===== config.mk =====
export PLATFORM = sky130hd
export DESIGN_NAME = ahbl_cmd_master_flat
export DESIGN_NICKNAME = d
export VERILOG_FILES = /design/src/rtl/ahbl_cmd_master_if.sv /design/src/rtl/ahbl_cmd_master.sv /design/src/flat_wrapper.sv
export SDC_FILE = /design/constraint.sdc
export NUM_CORES = 1
export LEC_CHECK = 0
export CAP_MARGIN = 40
export CELL_PAD_IN_SITES_DETAIL_PLACEMENT = 0
export CELL_PAD_IN_SITES_GLOBAL_PLACEMENT = 2
export CORE_MARGIN = 4
export CORE_UTILIZATION = 23
export CTS_BUF_LIST = sky130_fd_sc_hd__clkbuf_8 sky130_fd_sc_hd__clkbuf_16
export DETAILED_ROUTE_END_ITERATION = 10
export PLACE_DENSITY_LB_ADDON = 0.1
export REMOVE_ABC_BUFFERS = 1
export SETUP_SLACK_MARGIN = 0.02
export SKIP_LAST_GASP = 1
export SLEW_MARGIN = 20
export SYNTH_ARGS = -nofsm -noshare
export SYNTH_HDL_FRONTEND = slang
export SYNTH_SLANG_ARGS = --single-unit

===== constraint.sdc =====
create_clock -name HCLK -period 2.75 [get_ports HCLK]
set_clock_uncertainty 0.05 [all_clocks]
set_input_delay 0.4125 -clock HCLK [delete_from_list [all_inputs] [get_ports HCLK]]
set_output_delay 0.4125 -clock HCLK [all_outputs]
set_load 0.01 [all_outputs]

===== src/rtl/ahbl_cmd_master_if.sv =====
// ahbl_cmd_master_if: command / write-data / response handshakes plus the
// AHB-Lite initiator signals of ahbl_cmd_master, bundled as one interface.
// The master modport is the block's own view; slave is the environment's view
// (command source, response sink and the AHB-Lite slave).
interface ahbl_cmd_master_if #(
  parameter int AHB_AWIDTH = 32,
  parameter int LEN_W      = 4
);
  // command channel
  logic                  cmd_valid;
  logic                  cmd_ready;
  logic                  cmd_write;
  logic [AHB_AWIDTH-1:0] cmd_addr;
  logic [1:0]            cmd_size;
  logic [LEN_W-1:0]      cmd_len;
  // write-data channel
  logic                  wr_valid;
  logic                  wr_ready;
  logic [31:0]           wr_data;
  // response channel
  logic                  rsp_valid;
  logic                  rsp_ready;
  logic [31:0]           rsp_rdata;
  logic                  rsp_err;
  logic                  rsp_last;
  logic                  busy;
  // AHB-Lite
  logic [AHB_AWIDTH-1:0] HADDR;
  logic [1:0]            HTRANS;
  logic                  HWRITE;
  logic [2:0]            HSIZE;
  logic [2:0]            HBURST;
  logic [31:0]           HWDATA;
  logic [31:0]           HRDATA;
  logic                  HREADY;
  logic [1:0]            HRESP;

  modport master (
    input  cmd_valid, cmd_write, cmd_addr, cmd_size, cmd_len,
    input  wr_valid, wr_data, rsp_ready,
    input  HRDATA, HREADY, HRESP,
    output cmd_ready, wr_ready, rsp_valid, rsp_rdata, rsp_err, rsp_last, busy,
    output HADDR, HTRANS, HWRITE, HSIZE, HBURST, HWDATA
  );

  modport slave (
    output cmd_valid, cmd_write, cmd_addr, cmd_size, cmd_len,
    output wr_valid, wr_data, rsp_ready,
    output HRDATA, HREADY, HRESP,
    input  cmd_ready, wr_ready, rsp_valid, rsp_rdata, rsp_err, rsp_last, busy,
    input  HADDR, HTRANS, HWRITE, HSIZE, HBURST, HWDATA
  );
endinterface


===== src/rtl/ahbl_cmd_master.sv =====
// ahbl_cmd_master: turns command/write-data/response handshakes into AHB-Lite
// single (NONSEQ/SINGLE) transfers, one outstanding at a time, 1..16 beats per
// command with an incrementing, wrapping address.
// Optional feature macro AHBL_CMD_MASTER_TIMEOUT_EN: wait-state timeout after
// TIMEOUT_CYCLES consecutive HREADY=0 cycles, plus a sticky timeout_flag port.
module ahbl_cmd_master #(
  parameter int AHB_AWIDTH = 32,
  parameter int AHB_DWIDTH = 32,
  parameter int LEN_W      = 4
`ifdef AHBL_CMD_MASTER_TIMEOUT_EN
  , parameter int TIMEOUT_CYCLES = 1024
`endif
) (
  input  logic HCLK,
  input  logic HRESETN,
`ifdef AHBL_CMD_MASTER_TIMEOUT_EN
  output logic timeout_flag,
`endif
  ahbl_cmd_master_if.master bus
);

  localparam logic [2:0] ST_IDLE  = 3'd0;
  localparam logic [2:0] ST_WDATA = 3'd1;
  localparam logic [2:0] ST_ADDR  = 3'd2;
  localparam logic [2:0] ST_DATA  = 3'd3;
  localparam logic [2:0] ST_RESP  = 3'd4;

  localparam logic [AHB_AWIDTH-1:0] ADDR_ONE = AHB_AWIDTH'(1'b1);
  localparam logic [LEN_W-1:0]      LEN_ONE  = LEN_W'(1'b1);
  localparam logic [LEN_W-1:0]      LEN_ZERO = LEN_W'(1'b0);

  // Illegal size or an address not aligned to the transfer size.
  function automatic logic misaligned(input logic [1:0] size, input logic [1:0] a);
    logic bad;
    case (size)
      2'd0:    bad = 1'b0;
      2'd1:    bad = a[0];
      2'd2:    bad = (a != 2'b00);
      default: bad = 1'b1;
    endcase
    return bad;
  endfunction

  // Copy right-justified write data onto every byte lane of its size.
  function automatic logic [31:0] lane_replicate(input logic [1:0] size, input logic [31:0] d);
    logic [31:0] r;
    case (size)
      2'd0:    r = {4{d[7:0]}};
      2'd1:    r = {2{d[15:0]}};
      default: r = d;
    endcase
    return r;
  endfunction

  // Pull the addressed lane out of HRDATA, right-justified and zero-extended.
  function automatic logic [31:0] lane_extract(input logic [1:0] size, input logic [1:0] a,
                                               input logic [31:0] d);
    logic [31:0] sh;
    logic [31:0] r;
    sh = d >> {a, 3'b000};
    case (size)
      2'd0:    r = {24'h000000, sh[7:0]};
      2'd1:    r = {16'h0000, sh[15:0]};
      default: r = d;
    endcase
    return r;
  endfunction

  logic [2:0]            state_q, state_d;
  logic [AHB_AWIDTH-1:0] addr_q, addr_d;
  logic [1:0]            size_q, size_d;
  logic                  write_q, write_d;
  logic [LEN_W-1:0]      rem_q, rem_d;
  logic [AHB_DWIDTH-1:0] wdata_q, wdata_d;
  logic [AHB_DWIDTH-1:0] rdata_q, rdata_d;
  logic                  err_q, err_d;

  logic                  cmd_ready_q;
  logic                  wr_ready_q;
  logic                  rsp_valid_q;
  logic                  rsp_last_q;
  logic                  busy_q;
  logic [1:0]            htrans_q;

  logic                  timeout_s;
  logic                  unused_hresp_s;

  assign unused_hresp_s = bus.HRESP[1];

`ifdef AHBL_CMD_MASTER_TIMEOUT_EN
  localparam int TO_W = $clog2(TIMEOUT_CYCLES + 1) + 1;
  localparam logic [TO_W-1:0] TO_LAST = TO_W'(TIMEOUT_CYCLES - 1);
  localparam logic [TO_W-1:0] TO_ONE  = TO_W'(1'b1);

  logic [TO_W-1:0] to_cnt_q;
  logic            timeout_flag_q;
  logic            stall_s;

  assign stall_s   = ((state_q == ST_ADDR) || (state_q == ST_DATA)) && !bus.HREADY;
  assign timeout_s = stall_s && (to_cnt_q == TO_LAST);

  // Count consecutive stalled bus cycles; remember any timeout until reset.
  always_ff @(posedge HCLK or negedge HRESETN) begin
    if (!HRESETN) begin
      to_cnt_q       <= {TO_W{1'b0}};
      timeout_flag_q <= 1'b0;
    end else begin
      if (stall_s && !timeout_s) begin
        to_cnt_q <= to_cnt_q + TO_ONE;
      end else begin
        to_cnt_q <= {TO_W{1'b0}};
      end
      if (timeout_s) begin
        timeout_flag_q <= 1'b1;
      end else begin
        timeout_flag_q <= timeout_flag_q;
      end
    end
  end

  assign timeout_flag = timeout_flag_q;
`else
  assign timeout_s = 1'b0;
`endif

  // Next-state and datapath decisions for one beat at a time.
  always_comb begin
    state_d = state_q;
    addr_d  = addr_q;
    size_d  = size_q;
    write_d = write_q;
    rem_d   = rem_q;
    wdata_d = wdata_q;
    rdata_d = rdata_q;
    err_d   = err_q;
    case (state_q)
      ST_IDLE: begin
        if (bus.cmd_valid && cmd_ready_q) begin
          addr_d  = bus.cmd_addr;
          size_d  = bus.cmd_size;
          write_d = bus.cmd_write;
          rem_d   = bus.cmd_len;
          rdata_d = {AHB_DWIDTH{1'b0}};
          if (misaligned(bus.cmd_size, bus.cmd_addr[1:0])) begin
            // rejected without touching the bus: single error response
            err_d   = 1'b1;
            rem_d   = LEN_ZERO;
            state_d = ST_RESP;
          end else if (bus.cmd_write) begin
            err_d   = 1'b0;
            state_d = ST_WDATA;
          end else begin
            err_d   = 1'b0;
            state_d = ST_ADDR;
          end
        end else begin
          state_d = ST_IDLE;
        end
      end
      ST_WDATA: begin
        if (bus.wr_valid && wr_ready_q) begin
          wdata_d = lane_replicate(size_q, bus.wr_data);
          state_d = ST_ADDR;
        end else begin
          state_d = ST_WDATA;
        end
      end
      ST_ADDR: begin
        if (bus.HREADY) begin
          state_d = ST_DATA;
        end else if (timeout_s) begin
          err_d   = 1'b1;
          rdata_d = {AHB_DWIDTH{1'b0}};
          state_d = ST_RESP;
        end else begin
          state_d = ST_ADDR;
        end
      end
      ST_DATA: begin
        // HREADY=0 with HRESP=ERROR is just the first error cycle: keep waiting
        if (bus.HREADY) begin
          err_d   = bus.HRESP[0];
          rdata_d = write_q ? {AHB_DWIDTH{1'b0}} : lane_extract(size_q, addr_q[1:0], bus.HRDATA);
          state_d = ST_RESP;
        end else if (timeout_s) begin
          err_d   = 1'b1;
          rdata_d = {AHB_DWIDTH{1'b0}};
          state_d = ST_RESP;
        end else begin
          state_d = ST_DATA;
        end
      end
      ST_RESP: begin
        if (bus.rsp_ready && rsp_valid_q) begin
          if (rsp_last_q) begin
            state_d = ST_IDLE;
          end else begin
            addr_d  = addr_q + (ADDR_ONE << size_q);
            rem_d   = rem_q - LEN_ONE;
            state_d = write_q ? ST_WDATA : ST_ADDR;
          end
        end else begin
          state_d = ST_RESP;
        end
      end
      default: begin
        state_d = ST_IDLE;
      end
    endcase
  end

  // State and per-command datapath registers.
  always_ff @(posedge HCLK or negedge HRESETN) begin
    if (!HRESETN) begin
      state_q <= ST_IDLE;
      addr_q  <= {AHB_AWIDTH{1'b0}};
      size_q  <= 2'b00;
      write_q <= 1'b0;
      rem_q   <= LEN_ZERO;
      wdata_q <= {AHB_DWIDTH{1'b0}};
      rdata_q <= {AHB_DWIDTH{1'b0}};
      err_q   <= 1'b0;
    end else begin
      state_q <= state_d;
      addr_q  <= addr_d;
      size_q  <= size_d;
      write_q <= write_d;
      rem_q   <= rem_d;
      wdata_q <= wdata_d;
      rdata_q <= rdata_d;
      err_q   <= err_d;
    end
  end

  // Handshake and HTRANS outputs registered from the next state, so they
  // line up with state_q and drop to zero the instant HRESETN asserts.
  always_ff @(posedge HCLK or negedge HRESETN) begin
    if (!HRESETN) begin
      cmd_ready_q <= 1'b0;
      wr_ready_q  <= 1'b0;
      rsp_valid_q <= 1'b0;
      rsp_last_q  <= 1'b0;
      busy_q      <= 1'b0;
      htrans_q    <= 2'b00;
    end else begin
      cmd_ready_q <= (state_d == ST_IDLE);
      wr_ready_q  <= (state_d == ST_WDATA);
      rsp_valid_q <= (state_d == ST_RESP);
      rsp_last_q  <= (state_d == ST_RESP) && ((rem_d == LEN_ZERO) || err_d);
      busy_q      <= (state_d != ST_IDLE);
      htrans_q    <= (state_d == ST_ADDR) ? 2'b10 : 2'b00;
    end
  end

  assign bus.cmd_ready = cmd_ready_q;
  assign bus.wr_ready  = wr_ready_q;
  assign bus.rsp_valid = rsp_valid_q;
  assign bus.rsp_rdata = rdata_q;
  assign bus.rsp_err   = err_q;
  assign bus.rsp_last  = rsp_last_q;
  assign bus.busy      = busy_q;
  assign bus.HADDR     = addr_q;
  assign bus.HTRANS    = htrans_q;
  assign bus.HWRITE    = write_q;
  assign bus.HSIZE     = {1'b0, size_q};
  assign bus.HBURST    = 3'b000;
  assign bus.HWDATA    = wdata_q;

endmodule


===== src/flat_wrapper.sv =====
// flat-port wrapper written by rule: the top's interface ports become plain ports
module ahbl_cmd_master_flat 
#(
  parameter int AHB_AWIDTH = 32,
  parameter int AHB_DWIDTH = 32,
  parameter int LEN_W      = 4

)
  (HCLK, HRESETN, bus_cmd_valid, bus_cmd_write, bus_cmd_addr, bus_cmd_size, bus_cmd_len, bus_wr_valid, bus_wr_data, bus_rsp_ready, bus_HRDATA, bus_HREADY, bus_HRESP, bus_cmd_ready, bus_wr_ready, bus_rsp_valid, bus_rsp_rdata, bus_rsp_err, bus_rsp_last, bus_busy, bus_HADDR, bus_HTRANS, bus_HWRITE, bus_HSIZE, bus_HBURST, bus_HWDATA);
  ahbl_cmd_master_if #(.AHB_AWIDTH(AHB_AWIDTH), .LEN_W(LEN_W)) bus_i ();
  input  logic HCLK;
  input  logic HRESETN;
  input wire logic [$bits(bus_i.cmd_valid)-1:0] bus_cmd_valid;
  input wire logic [$bits(bus_i.cmd_write)-1:0] bus_cmd_write;
  input wire logic [$bits(bus_i.cmd_addr)-1:0] bus_cmd_addr;
  input wire logic [$bits(bus_i.cmd_size)-1:0] bus_cmd_size;
  input wire logic [$bits(bus_i.cmd_len)-1:0] bus_cmd_len;
  input wire logic [$bits(bus_i.wr_valid)-1:0] bus_wr_valid;
  input wire logic [$bits(bus_i.wr_data)-1:0] bus_wr_data;
  input wire logic [$bits(bus_i.rsp_ready)-1:0] bus_rsp_ready;
  input wire logic [$bits(bus_i.HRDATA)-1:0] bus_HRDATA;
  input wire logic [$bits(bus_i.HREADY)-1:0] bus_HREADY;
  input wire logic [$bits(bus_i.HRESP)-1:0] bus_HRESP;
  output wire logic [$bits(bus_i.cmd_ready)-1:0] bus_cmd_ready;
  output wire logic [$bits(bus_i.wr_ready)-1:0] bus_wr_ready;
  output wire logic [$bits(bus_i.rsp_valid)-1:0] bus_rsp_valid;
  output wire logic [$bits(bus_i.rsp_rdata)-1:0] bus_rsp_rdata;
  output wire logic [$bits(bus_i.rsp_err)-1:0] bus_rsp_err;
  output wire logic [$bits(bus_i.rsp_last)-1:0] bus_rsp_last;
  output wire logic [$bits(bus_i.busy)-1:0] bus_busy;
  output wire logic [$bits(bus_i.HADDR)-1:0] bus_HADDR;
  output wire logic [$bits(bus_i.HTRANS)-1:0] bus_HTRANS;
  output wire logic [$bits(bus_i.HWRITE)-1:0] bus_HWRITE;
  output wire logic [$bits(bus_i.HSIZE)-1:0] bus_HSIZE;
  output wire logic [$bits(bus_i.HBURST)-1:0] bus_HBURST;
  output wire logic [$bits(bus_i.HWDATA)-1:0] bus_HWDATA;
  assign bus_i.cmd_valid = bus_cmd_valid;
  assign bus_i.cmd_write = bus_cmd_write;
  assign bus_i.cmd_addr = bus_cmd_addr;
  assign bus_i.cmd_size = bus_cmd_size;
  assign bus_i.cmd_len = bus_cmd_len;
  assign bus_i.wr_valid = bus_wr_valid;
  assign bus_i.wr_data = bus_wr_data;
  assign bus_i.rsp_ready = bus_rsp_ready;
  assign bus_i.HRDATA = bus_HRDATA;
  assign bus_i.HREADY = bus_HREADY;
  assign bus_i.HRESP = bus_HRESP;
  assign bus_cmd_ready = bus_i.cmd_ready;
  assign bus_wr_ready = bus_i.wr_ready;
  assign bus_rsp_valid = bus_i.rsp_valid;
  assign bus_rsp_rdata = bus_i.rsp_rdata;
  assign bus_rsp_err = bus_i.rsp_err;
  assign bus_rsp_last = bus_i.rsp_last;
  assign bus_busy = bus_i.busy;
  assign bus_HADDR = bus_i.HADDR;
  assign bus_HTRANS = bus_i.HTRANS;
  assign bus_HWRITE = bus_i.HWRITE;
  assign bus_HSIZE = bus_i.HSIZE;
  assign bus_HBURST = bus_i.HBURST;
  assign bus_HWDATA = bus_i.HWDATA;
  ahbl_cmd_master #(.AHB_AWIDTH(AHB_AWIDTH), .AHB_DWIDTH(AHB_DWIDTH), .LEN_W(LEN_W)) u_core (.HCLK(HCLK), .HRESETN(HRESETN), .bus(bus_i));
endmodule

After elaboration in Yosys (flattened, before gate mapping)

Index checks and enable logic that the tools add are counted.

$add $sub $neg: 2
Equality and inequality tests: 14
Shift operators: 2
Mux-type cells: 33
Reduce and logical (&&, ||, !) cells: 18

Operators by type and width:

| cell                 | number |
|---|---|
| $pmux 32 s2          | 4 |
| $mux 32              | 6 |
| $add 32x32->32       | 1 |
| $shl 1x2->32 const A | 1 |
| $shr 32x5->16        | 1 |
| $mux 4               | 4 |
| $mux 3               | 5 |
| $pmux 3 s5           | 1 |
| $eq 3x2->1 const B   | 3 |
| $mux 2               | 4 |
| $pmux 4 s2           | 1 |
| $eq 3x1->1 const B   | 2 |
| $eq 3x3->1 const B   | 2 |
| $logic_not 3->1      | 2 |
| $mux 1               | 6 |
| $reduce_bool 2->1    | 3 |
| $eq 2x1->1 const B   | 2 |
| $logic_and 1x1->1    | 4 |
| $logic_not 2->1      | 2 |
| $logic_not 4->1      | 1 |
| $ne 2x1->1 const B   | 2 |
| $ne 2x2->1 const B   | 2 |
| $reduce_and 2->1     | 2 |
| $reduce_and 4->1     | 1 |
| other kinds (7)      | 7 |

Flip-flop bits (word level): 114
Output and inout bits: 111

Logic depth before layout (Yosys ltp)

Gate-level depths: netlist of the first run.

Depth in word-level cells: 10
Mapped depth: 11
Mapped depth without buffers: 10

Worst setup path before layout of the first run

OpenSTA, ideal clock, no wires.

Path kind: reg2reg
From: reg u_core.size_q[1]
To: reg u_core.addr_q[28], in the netlist u_core.bus.HADDR[28]
Library setup time: 0.079 ns
Arrival: 2.873 ns
Required time: 2.621 ns
Path slack: -0.252 ns
Cell stages (with the launch flop): 12
Buffers on the path: 1
Clock period less this slack: 3.002 ns
Path through: dfrtp_1 clkbuf_1 nor2_1 ha_1 inv_1 fa_1 nor2b_1 o21a_1 o2111a_1 nand3_1 a21oi_1 a2bb2oi_1

Longest elaborated chain between the ends: 5

Ends and longest elaborated chain:

| element                  | RTL line               | source |
|---|---|---|
| start: declaration       | ahbl_cmd_master.sv:71  | `logic [1:0] size_q, size_d;` |
| start signal: assignment | ahbl_cmd_master.sv:226 | `size_q <= size_d;` |
| $shl 1x2->32             | ahbl_cmd_master.sv:198 | `addr_d = addr_q + (ADDR_ONE << size_q);` |
| $add 32x32->32           | ahbl_cmd_master.sv:198 |  |
| $mux 32                  | ahbl_cmd_master.sv:195 | `if (rsp_last_q) begin` |
| $mux 32                  | ahbl_cmd_master.sv:194 | `if (bus.rsp_ready && rsp_valid_q) begin` |
| $pmux 32 s2              | ahbl_cmd_master.sv:136 | `case (state_q)` |
| end signal: assignment   | ahbl_cmd_master.sv:216 | `addr_q <= {AHB_AWIDTH{1'b0}};` |
| end signal: assignment   | ahbl_cmd_master.sv:225 | `addr_q <= addr_d;` |
| end: declaration         | ahbl_cmd_master.sv:70  | `logic [AHB_AWIDTH-1:0] addr_q, addr_d;` |

Every way passes these cells. The select of a mux whose other input is x is not followed.
A chain may end at the register's enable or synchronous reset.

Final worst setup path of the first run

From: reg u_core.size_q[1]
To: reg u_core.addr_q[12], in the netlist u_core.bus.HADDR[12]

The elaborated chain is that of the path after synthesis.

==> summary.txt, run 1 <==
Global route
  • Initial antenna violation count: 0
  • Pin count of the biggest net entering global routing: 59
  • Combined global-route utilization of all metal layers: 0.153
  • Global route overflow: 0
  • Wire length of the first global-routing pass: 34.8 mm
  • Number of global-route vias before repair: 5978

Final layout
  • Share of the core filled with cells: 0.364
  • Non-Filler Instances: 1220
  • Nets@finish: 994
  • Multi-input logic area: 2920 µm²
  • Antenna diode count: 0
  • Area growth from synthesis to layout: 54.0%
  • Fraction of layout cells with a size suffix above 1: 0.0854
  • Design Area, Final: 9250 µm²
  • Most frequent standard cell in the layout excluding fill and tap cells: clkdlybuf4s50_1
  • Number of filler instances in the final layout: 2572
  • Commonest cells after routing, fill and taps aside: 214 x clkdlybuf4s50_1, 112 x dfrtp_1, 111 x nand2_1
  • Storage element area: 2830 µm²

Synthesis
  • Avg Synthesized Cell Area: 9.13 µm²
  • Async set-or-reset flop fraction in the synthesized netlist: 1.00
  • Post-synth top area share: 0.471
  • Number of enable flip-flop cells after synthesis: 0
  • Cell taking the most area after synthesis: dfrtp_1
  • Dominant synthesized flop cell: dfrtp_1
  • Post-synthesis cell area: 6010 µm²
  • Largest cells by area after synthesis: dfrtp_1 47%, nand2_1 6.9%, mux2i_1 6.7%
  • Number of distinct library cell variants in the gate-level netlist after synthesis: 63
  • Warnings from Yosys: 0
  • Synthesized instance count: 658
  • Number of storage elements in the synthesis netlist: 113
  • Register area share after synthesis: 0.471

Placement
  • Port Buffers: 215
  • Placed cell area: 8630 µm²
  • Weighted congestion reported at the end of routability-driven placement: 0.805
  • Sum of net half-perimeters after detailed placement: 15.7 mm
  • Placed Instances: 1186
  • Pre-CTS setup slack: 0.172 ns

Routing
  • Total detailed-routing wirelength: 22.0 mm
  • Via Count: 5818
  • DR DRC count: 0
  • Wire length per cell: 18.0 µm
  • Detail Route Antenna Nets: 0
  • Vias per cell: 4.77
  • Drt first-iter violations: 439
  • Number of search-and-repair iterations in the first detailed-routing pass: 5

Clock tree
  • Clk slew on worst S/H paths: 0.05 ns
  • CTS sink count: 113
  • Number of H-tree levels: 4
  • Total clock buffers created by CTS: 17
  • Clock Path Buffers: 2
  • TritonCTS clock tree: done
  • Root Buffer: clkbuf_16
  • Worst skew pair latency: 0.41 ns

Die
  • Row count: 58
  • Die Y: 170 µm
  • I/O pin total: 222
  • Chip width: 170 µm
  • Core Region: 25400 µm²
  • Initial cell density of the core: 0.236
  • Total die area: 28800 µm²

Power and ir drop
  • Net Sw Power: 3.90 mW
  • Clock share of power: 0.221
  • Fraction of power spent switching nets: 0.391
  • Logic pwr share: 0.489
  • Fraction of power consumed by sequential logic: 0.290
  • Standby leakage power: 3.99 nW
  • Maximum VDD drop: 420 µV
  • Internal power contribution: 6.08 mW
  • Power density over cell area: 1080 nW/µm²
  • Total chip power: 9.98 mW

Timing
  • Max transition margin: 0.582
  • RSZ-0062 raised after global routing: true
  • Period utilisation layout: 0.911
  • Final worst slack: 0.245 ns
  • Final max-slew violation count: 0
  • Maximum clock frequency: 0.399 GHz
  • Final Critical Period: 2.50 ns
  • Final Hold Vio Count: 0
  • Setup violations, final: 0
  • Slew of the pin with the lowest slew margin: 0.625 ns

Setup path
  • Critical path buffer and inverter count: 1
  • Crit Path Class: reg -> reg
  • Worst-path fanout max: 12
  • Launch point of the worst path: u_core.size_q[1]$_DFFE_PN0P_
  • Top Family by Delay on Critical Path: compound AO/OA/AOI/OAI gates
  • WP data required: 2.97 ns
  • Startpoint types: register
  • Critical path, cell by cell: buf_4 > nor2b_1 > ha_1 > nor2b_1 > o21a_2 > o21bai_1 > o21ai_0 > a21oi_1 > a21oi_1
  • Worst flop-to-flop path startpoint: u_core.size_q[1]$_DFFE_PN0P_
  • Slowest stage cell on the critical path: o21bai_1
  • Worst setup EP type: register
  • Slowest stage delay, CP: 0.50 ns
  • Worst endpoint data arrival time: 2.73 ns

Flow run
  • MaxCap Viol Count: 0

Hold path
  • Hold path startpoint: u_core.bus.rsp_rdata[0]$_DFFE_PN0P_
  • Class of the tightest hold or removal check: reg -> reg

Run status
  • Result of the run: complete, no violations
## per-layer routing
layer | wire length (µm) | global-route usage | vias up | part of all wire
met5 | 0 | 0 | - | 0
met4 | 381 | 0.0427 | 0 | 0.017
met3 | 1750 | 0.0592 | 21 | 0.079
met2 | 10100 | 0.242 | 173 | 0.46
met1 | 9750 | 0.197 | 2800 | 0.44
li1 | - | - | 2824 | -
## flip-flops by register name (all words and copies together), names as in the netlist
register and flops:
u_core.bus.rsp_err 1, u_core.bus.HADDR 32, u_core.size_q 2, u_core.state_q 3
u_core.bus.cmd_ready 1, u_core.bus.HTRANS 1, u_core.rem_q 4, u_core.bus.rsp_rdata 32
u_core.bus.rsp_last 1, u_core.bus.HWRITE 1, u_core.bus.wr_ready 1, u_core.bus.rsp_valid 1
u_core.bus.HWDATA 32, u_core.bus.busy 1
## power by group through the flow
| stage | Clock [mW] | Combinational, mW | Sequential, mW |
|---|---|---|---|
| CTS | 2.28 | 4.96 | 2.90 |
| finish | 2.20 | 4.88 | 2.90 |
| detailed placement | 0 | 4.94 | 2.92 |
| global placement | 0 | 4.91 | 2.90 |
| global route | 2.35 | 5.42 | 3.01 |
| floorplan | 0 | 2.05 | 3.28 |
## worst reg2reg max path, stage by stage (launching register included)
cell and delay, ns:
dfrtp_2 0.42, buf_4 0.19, nor2b_1 0.15, ha_1 0.31, nor2b_1 0.16, o21a_2 0.23
o21bai_1 0.50, o21ai_0 0.15, a21oi_1 0.17, a21oi_1 0.05
## cells by family (layout without fill, tap and decap cells)
family          after synthesis  in the layout  share of synthesized area
mux                          42             42                     0.0704
buf+inv                      70            298                     0.0492
compound gates              212            212                      0.227
fa+ha+maj                     6              6                     0.0138
flops                       113            113                      0.471
simple gates                214            214                      0.168
other cells                   1              5                   0.000624
## worst paths after layout
path / slack [ns] / end / cells after the start
worst min register to register: 0.42 / u_core.bus.rsp_rdata[0]$_DFFE_PN0P_ / 2
min in group asynchronous: 0.49 / u_core.bus.HWDATA[26]$_DFFE_PN0P_ / 2
worst max register to register: 0.25 / u_core.bus.HADDR[12]$_DFFE_PN0P_ / 9
worst max-delay path: 0.25 / u_core.bus.HADDR[12]$_DFFE_PN0P_ / 9
worst min-delay path: 0.42 / u_core.bus.rsp_rdata[0]$_DFFE_PN0P_ / 2
max in group asynchronous: 1.40 / u_core.bus.HWDATA[8]$_DFFE_PN0P_ / 3
## stage by stage
step / setup TNS [ns] / hold slack [ns]
6_report: 0 / 0.417
5_1_grt: 0 / 0.433
4_1_cts: 0 / 0.424
3_5_place_dp: 0 / 0.410
3_3_place_gp: 0 / 0.404
2_1_floorplan: -19.63 / 0.0669
## final cells by class
cell class / count / area share
Clock buffer: 20 / 0.0505
Clock inverter: 12 / 0.0126
Inverter: 23 / 0.00934
Multi-Input combinational cell: 479 / 0.316
Sequential cell: 113 / 0.306
Tap cell: 330 / 0.0446
Timing Repair Buffer: 243 / 0.261
## repair_timing
| item | 4_1_cts | 5_1_grt |
|---|---|---|
| setup endpoints to repair | 0 | 12 |
| buffers inserted | 0 | 1 |
| gates resized for setup | 0 | 5 |
| hold endpoints to repair | 32 | 0 |
| hold buffers | 1 | 0 |
## Yosys cell counts (all sizes together), types with 3 or more instances
cell,instances
dfrtp,113
nand2,111
a21oi,60
o21ai,53
nor2,41
mux2i,40
clkbuf,31
inv,23
o22ai,22
a22o,16
buf,16
nor3,14
nand3,10
a222oi,9
o221ai,9
a2bb2oi,6
a211oi,5
a21o,5
ha,5
nand4,5
nor2b,5
and2,4
a22oi,3
and3,3
and4,3
nand2b,3
o21bai,3
o22a,3
or2,3
(Power assumes the default switching activity.)
==> inputs of run 2 (changes only) <==
--- a/config.mk
+++ b/config.mk
@@ -5,13 +5,14 @@
 export SDC_FILE = /design/constraint.sdc
 export NUM_CORES = 1
 export LEC_CHECK = 0
-export CAP_MARGIN = 40
+export CAP_MARGIN = 0
 export CELL_PAD_IN_SITES_DETAIL_PLACEMENT = 0
 export CELL_PAD_IN_SITES_GLOBAL_PLACEMENT = 2
 export CORE_MARGIN = 4
 export CORE_UTILIZATION = 23
 export CTS_BUF_LIST = sky130_fd_sc_hd__clkbuf_8 sky130_fd_sc_hd__clkbuf_16
 export DETAILED_ROUTE_END_ITERATION = 10
+export MAX_ROUTING_LAYER = met4
 export PLACE_DENSITY_LB_ADDON = 0.1
 export REMOVE_ABC_BUFFERS = 1
 export SETUP_SLACK_MARGIN = 0.02
==> run 2 against run 1 <==
Against the previous run:
- via count about the same
- design area about the same
- maximum frequency down 1.1%
- wire length down 0.23%
- critical endpoint unchanged
- largest power group unchanged
- register-to-register slack worse by 0.03 ns
- die area unchanged
- combinational power about the same
==> summary.txt, run 2 (same netlist as run 1, synthesis figures left out) <==
Clock tree
  • Clk slew on worst S/H paths: 0.06 ns (about the same)
  • Worst skew pair latency: 0.41 ns (about the same)
  • TritonCTS clock tree: done
  • Clock Path Buffers: 2 (unchanged)
  • Root Buffer: clkbuf_16
  • Number of H-tree levels: 4 (unchanged)
  • Total clock buffers created by CTS: 17 (unchanged)
  • CTS sink count: 113 (unchanged)

Die
  • Die Y: 170 µm (unchanged)
  • Chip width: 170 µm (unchanged)
  • Row count: 58 (unchanged)
  • I/O pin total: 222 (unchanged)
  • Core Region: 25400 µm² (unchanged)
  • Initial cell density of the core: 0.236 (unchanged)
  • Total die area: 28800 µm² (unchanged)

Power and ir drop
  • Power density over cell area: 1090 nW/µm² (+0.81%)
  • Total chip power: 10.1 mW (+0.84%)
  • Standby leakage power: 3.98 nW (-0.38%)
  • Maximum VDD drop: 449 µV (+6.9%)

Global route
  • Number of global-route vias before repair: 5894 (-1.4%)
  • Wire length of the first global-routing pass: 34.1 mm (-2.0%)
  • Initial antenna violation count: 0 (unchanged)
  • Global route overflow: 0 (unchanged)
  • Combined global-route utilization of all metal layers: 0.156 (+0.00249)
  • Pin count of the biggest net entering global routing: 59 (unchanged)

Timing
  • Slew of the pin with the lowest slew margin: 0.954 ns (+0.330 ns)
  • Worst slack on hold paths: 0.419 ns (+0.00181 ns)
  • Final setup TNS: 0 ns (unchanged)
  • Final Critical Period: 2.53 ns (+0.0287 ns)
  • Final worst slack: 0.217 ns (-0.0287 ns)
  • Period utilisation layout: 0.921 (+0.0104)
  • RSZ-0062 raised after global routing: false
  • Final max-slew violation count: 0 (unchanged)
  • Setup violations, final: 0 (unchanged)
  • Final Hold Vio Count: 0 (unchanged)
  • Max transition margin: 0.364 (-0.218)
  • Maximum clock frequency: 0.395 GHz (-1.1%)

Final layout
  • Commonest cells after routing, fill and taps aside: 214 x clkdlybuf4s50_1, 112 x dfrtp_1, 111 x nand2_1
  • Area growth from synthesis to layout: 54.0% (about the same)
  • Most frequent standard cell in the layout excluding fill and tap cells: clkdlybuf4s50_1
  • Fraction of layout cells with a size suffix above 1: 0.0866 (+0.00122)
  • Design Area, Final: 9250 µm² (about the same)
  • Antenna diode count: 0 (unchanged)
  • Nets@finish: 993 (-0.10%)
  • Number of filler instances in the final layout: 2552 (-0.78%)

Placement
  • Weighted congestion reported at the end of routability-driven placement: 0.817 (+1.5%)
  • Sum of net half-perimeters after detailed placement: 15.7 mm (-0.49%)
  • Pre-CTS setup slack: 0.135 ns (-0.0372 ns)
  • Port Buffers: 215 (unchanged)
  • Placed cell area: 8610 µm² (-0.23%)

Hold path
  • Class of the tightest hold or removal check: reg -> reg

Routing
  • Wire length per cell: 18.0 µm (-0.15%)
  • Detail Route Antenna Nets: 0 (unchanged)
  • Total detailed-routing wirelength: 21.9 mm (-0.23%)
  • Drt first-iter violations: 514 (+17%)
  • Vias per cell: 4.77 (about the same)
  • DR DRC count: 0 (unchanged)
  • Number of search-and-repair iterations in the first detailed-routing pass: 6 (+1)
  • Via Count: 5815 (-0.052%)

Setup path
  • Worst setup EP type: register
  • WP data required: 2.97 ns (about the same)
  • Startpoint types: register
  • Crit Path Class: reg -> reg
  • Worst endpoint data arrival time: 2.76 ns (+0.03 ns)
  • Worst-path fanout max: 12 (unchanged)

Run status
  • Result of the run: complete, no violations

Flow run
  • MaxCap Viol Count: 0 (unchanged)
[run 2: cell count changes in the layout (fill, tap and decap cells not counted), sizes merged]
| cell | change |
|---|---|
| buf | -1 |
| bufinv | +1 |
| clkbuf | -2 |
| clkinvlp | +2 |
| clkinv | -1 |
[run 2: critical path, stage by stage, from the launching register on]
cell and delay, ns:
dfrtp_2 0.42, buf_4 0.19, nor2b_1 0.14, ha_1 0.31, nor2b_1 0.16, o21a_2 0.24, o21bai_1 0.51, o21ai_0 0.15
a21oi_1 0.16, a21oi_1 0.05
[run 2: timing repair]
item	CTS	global route
buffers inserted	0	1
endpoints found under the hold margin	40	0
setup endpoints to repair	0	10
hold buffers	1	0
gates resized for setup	0	6
[run 2: path summary, 6_finish.rpt]
check,from,slack (ns),end,depth (start not counted)
max reg2reg,u_core.size_q[1]$_DFFE_PN0P_,0.22,u_core.bus.HADDR[12]$_DFFE_PN0P_,9
min reg2reg,u_core.bus.rsp_rdata[7]$_DFFE_PN0P_,0.42,u_core.bus.rsp_rdata[7]$_DFFE_PN0P_,2
min in group asynchronous,HRESETN,0.49,u_core.bus.busy$_DFF_PN0_,2
max in group asynchronous,HRESETN,1.38,u_core.bus.HWDATA[8]$_DFFE_PN0P_,3
min,u_core.bus.rsp_rdata[7]$_DFFE_PN0P_,0.42,u_core.bus.rsp_rdata[7]$_DFFE_PN0P_,2
max,u_core.size_q[1]$_DFFE_PN0P_,0.22,u_core.bus.HADDR[12]$_DFFE_PN0P_,9
[run 2: where the power goes]
part           internal [mW]  switching (mW)  leakage [nW]
Clock                   1.44           0.843         0.289
Sequential              2.32           0.584          1.44
Combinational           2.36            2.51          2.24
[run 2: layout make-up]
cell class	count	area [µm²]	area share
Multi-Input combinational cell	479	2930	0.316
Sequential cell	113	2830	0.306
Timing Repair Buffer	242	2390	0.259
Clock buffer	18	439	0.0475
Tap cell	330	413	0.0446
Clock inverter	14	165	0.0179
Inverter	23	86.3	0.00933
[run 2: through the flow]
| step | utilization | std cells |
|---|---|---|
| floorplan | - | 615 |
| CTS | 0.363 | 1218 |
| global placement | 0.339 | 1185 |
| global route | 0.364 | 1219 |
| finish | 0.364 | 1219 |
| detailed placement | 0.339 | 1185 |
[run 2: routing by layer]
layer  part of all wire  global-route usage
met5                  0                   -
met4              0.015              0.0441
met3              0.072              0.0489
met2               0.46               0.236
met1               0.46               0.201
==> inputs of run 3 (changes only) <==
--- a/config.mk
+++ b/config.mk
@@ -16,6 +16,7 @@
 export PLACE_DENSITY_LB_ADDON = 0.1
 export REMOVE_ABC_BUFFERS = 1
 export SETUP_SLACK_MARGIN = 0.02
+export SKIP_CTS_REPAIR_TIMING = 1
 export SKIP_LAST_GASP = 1
 export SLEW_MARGIN = 20
 export SYNTH_ARGS = -nofsm -noshare
==> run 3 against run 2 <==
Against the previous run:
- clock power about the same
- worst hold slack about the same
- highest routed layer unchanged
- sequential power is essentially flat
- critical path depth up 1
- total power about the same
- combinational power barely moved
- final cell count stayed put
==> summary.txt, run 3 (same netlist as run 1, synthesis figures left out) <==
Routing
  • Via Count: 5838 (+0.40%)
  • Detail Route Antenna Nets: 0 (unchanged)
  • Total detailed-routing wirelength: 21.9 mm (about the same)
  • Number of search-and-repair iterations in the first detailed-routing pass: 7 (+1)
  • Vias per cell: 4.79 (+0.40%)
  • Wire length per cell: 18.0 µm (about the same)
  • DR DRC count: 0 (unchanged)
  • Drt first-iter violations: 523 (+1.8%)

Timing
  • Worst slack on hold paths: 0.419 ns (-0.0000180 ns)
  • Period utilisation layout: 0.919 (-0.00233)
  • Final Critical Period: 2.53 ns (-0.00639 ns)
  • Final max-slew violation count: 0 (unchanged)
  • RSZ-0062 raised after global routing: false
  • Final worst slack: 0.223 ns (+0.00640 ns)
  • Setup violations, final: 0 (unchanged)
  • Final Hold Vio Count: 0 (unchanged)
  • Slew of the pin with the lowest slew margin: 0.954 ns (unchanged)
  • Max transition margin: 0.364 (unchanged)
  • Final setup TNS: 0 ns (unchanged)
  • Maximum clock frequency: 0.396 GHz (+0.25%)

Global route
  • Initial antenna violation count: 0 (unchanged)
  • Combined global-route utilization of all metal layers: 0.156 (about the same)
  • Global route overflow: 0 (unchanged)
  • Wire length of the first global-routing pass: 34.1 mm (about the same)
  • Pin count of the biggest net entering global routing: 59 (unchanged)
  • Number of global-route vias before repair: 5893 (-0.017%)

Final layout
  • Fraction of layout cells with a size suffix above 1: 0.0866 (unchanged)
  • Non-Filler Instances: 1219 (unchanged)
  • Most frequent standard cell in the layout excluding fill and tap cells: clkdlybuf4s50_1
  • Nets@finish: 993 (unchanged)
  • Commonest cells after routing, fill and taps aside: 214 x clkdlybuf4s50_1, 112 x dfrtp_1, 111 x nand2_1
  • Area growth from synthesis to layout: 54.0% (unchanged)
  • Antenna diode count: 0 (unchanged)

Setup path
  • Crit Path Class: reg -> reg
  • Startpoint types: register
  • Critical path buffer and inverter count: 2 (+1)
  • Worst-path fanout max: 12 (unchanged)
  • Worst setup EP type: register
  • Slowest stage cell on the critical path: dfrtp_2
  • Setup slack, reg-to-reg: 0.22 ns (about the same)
  • Worst endpoint data arrival time: 2.77 ns (about the same)
  • Critical path, cell by cell: buf_4 > and2_1 > ha_1 > o21ai_0 > o21bai_1 > buf_4 > nor2b_1 > nand2_1 > o22a_1 > o22a_1
  • Worst flop-to-flop path endpoint: u_core.bus.HADDR[9]$_DFFE_PN0P_
  • Top Family by Delay on Critical Path: simple AND/OR/NAND/NOR gates
  • Length in cells of the worst reg-to-reg path: 10 (+1)
  • Slowest stage delay, CP: 0.42 ns (-0.09 ns)
  • Worst flop-to-flop path startpoint: u_core.size_q[1]$_DFFE_PN0P_
  • WP data required: 3.00 ns (+0.03 ns)

Placement
  • Sum of net half-perimeters after detailed placement: 15.7 mm (unchanged)
  • Pre-CTS setup slack: 0.135 ns (unchanged)
  • Placed Instances: 1185 (unchanged)
  • Port Buffers: 215 (unchanged)
  • Weighted congestion reported at the end of routability-driven placement: 0.817 (unchanged)

Clock tree
  • Worst skew pair latency: 0.41 ns (about the same)
  • CTS sink count: 113 (unchanged)
  • Root Buffer: clkbuf_16
  • Clock Path Buffers: 2 (unchanged)
  • TritonCTS clock tree: done
  • Number of H-tree levels: 4 (unchanged)
  • Total clock buffers created by CTS: 17 (unchanged)
  • Clk slew on worst S/H paths: 0.06 ns (about the same)

Power and ir drop
  • Maximum VDD drop: 448 µV (about the same)
  • Standby leakage power: 3.98 nW (unchanged)
  • Power density over cell area: 1090 nW/µm² (about the same)

Die
  • Total die area: 28800 µm² (unchanged)
  • Die Y: 170 µm (unchanged)
  • Row count: 58 (unchanged)
  • Core Region: 25400 µm² (unchanged)
  • I/O pin total: 222 (unchanged)
  • Chip width: 170 µm (unchanged)
  • Initial cell density of the core: 0.236 (unchanged)

Hold path
  • Cell depth of the worst hold path: 2 (unchanged)
  • Class of the tightest hold or removal check: reg -> reg
  • Hold Crit Endpoint: u_core.bus.rsp_rdata[7]$_DFFE_PN0P_
  • Hold path startpoint: u_core.bus.rsp_rdata[7]$_DFFE_PN0P_

Flow run
  • MaxCap Viol Count: 0 (unchanged)

Run status
  • Result of the run: complete, no violations
[run 3: cell counts in the layout (fill, tap and decap cells not counted)]
Identical to the previous run, type by type.
[run 3: area by class of cell]
cell class | count | area [µm²]
sequential | 113 | 2830
multi-input combinational | 479 | 2930
timing repair buffer | 242 | 2390
fill | 2552 | 16100
clock buffer | 18 | 439
tap | 330 | 413
inverter | 23 | 86.3
clock inverter | 14 | 165
[run 3: worst max-delay path by stage]
stage	end	cells after the start	from
after floorplan	u_core.bus.rsp_last$_DFF_PN0_	6	u_core.state_q[2]$_DFF_PN0_
after global placement	u_core.bus.HADDR[16]$_DFFE_PN0P_	10	u_core.size_q[0]$_DFFE_PN0P_
after detailed placement	u_core.bus.HADDR[16]$_DFFE_PN0P_	10	u_core.size_q[0]$_DFFE_PN0P_
after CTS	u_core.bus.HADDR[16]$_DFFE_PN0P_	10	u_core.size_q[0]$_DFFE_PN0P_
after global routing	u_core.bus.HADDR[14]$_DFFE_PN0P_	10	u_core.size_q[0]$_DFFE_PN0P_
final	u_core.bus.HADDR[9]$_DFFE_PN0P_	10	u_core.size_q[1]$_DFFE_PN0P_
[run 3: tightest hold or removal path: cells and delay by family, from the launching register on]
kind / cells / cell delay (ns)
simple gates: 2 / 0.10
flops: 1 / 0.34
[run 3: layer usage]
| metal | global-route usage | wire length [µm] | vias to the layer above |
|---|---|---|---|
| li1 | - | - | 2821 |
| met1 | 0.202 | 10000 | 2815 |
| met2 | 0.236 | 10000 | 185 |
| met3 | 0.0489 | 1540 | 17 |
| met4 | 0.0441 | 333 | 0 |
| met5 | - | 0 | - |
[run 3: stage by stage]
stage               area [µm²]   util  power (mW)
CTS                       9220  0.363        10.2
floorplan                 5810      -        5.33
finish                    9250  0.364        10.1
global placement          8610  0.339        7.81
detailed placement        8610  0.339        7.86
global route              9250  0.364        10.8
[run 3: power breakdown]
part           total (mW)  internal [mW]  switching (mW)
Combinational        4.88           2.36            2.51
Clock                2.29           1.44           0.842
Sequential           2.91           2.32           0.585
Total                10.1           6.13            3.94
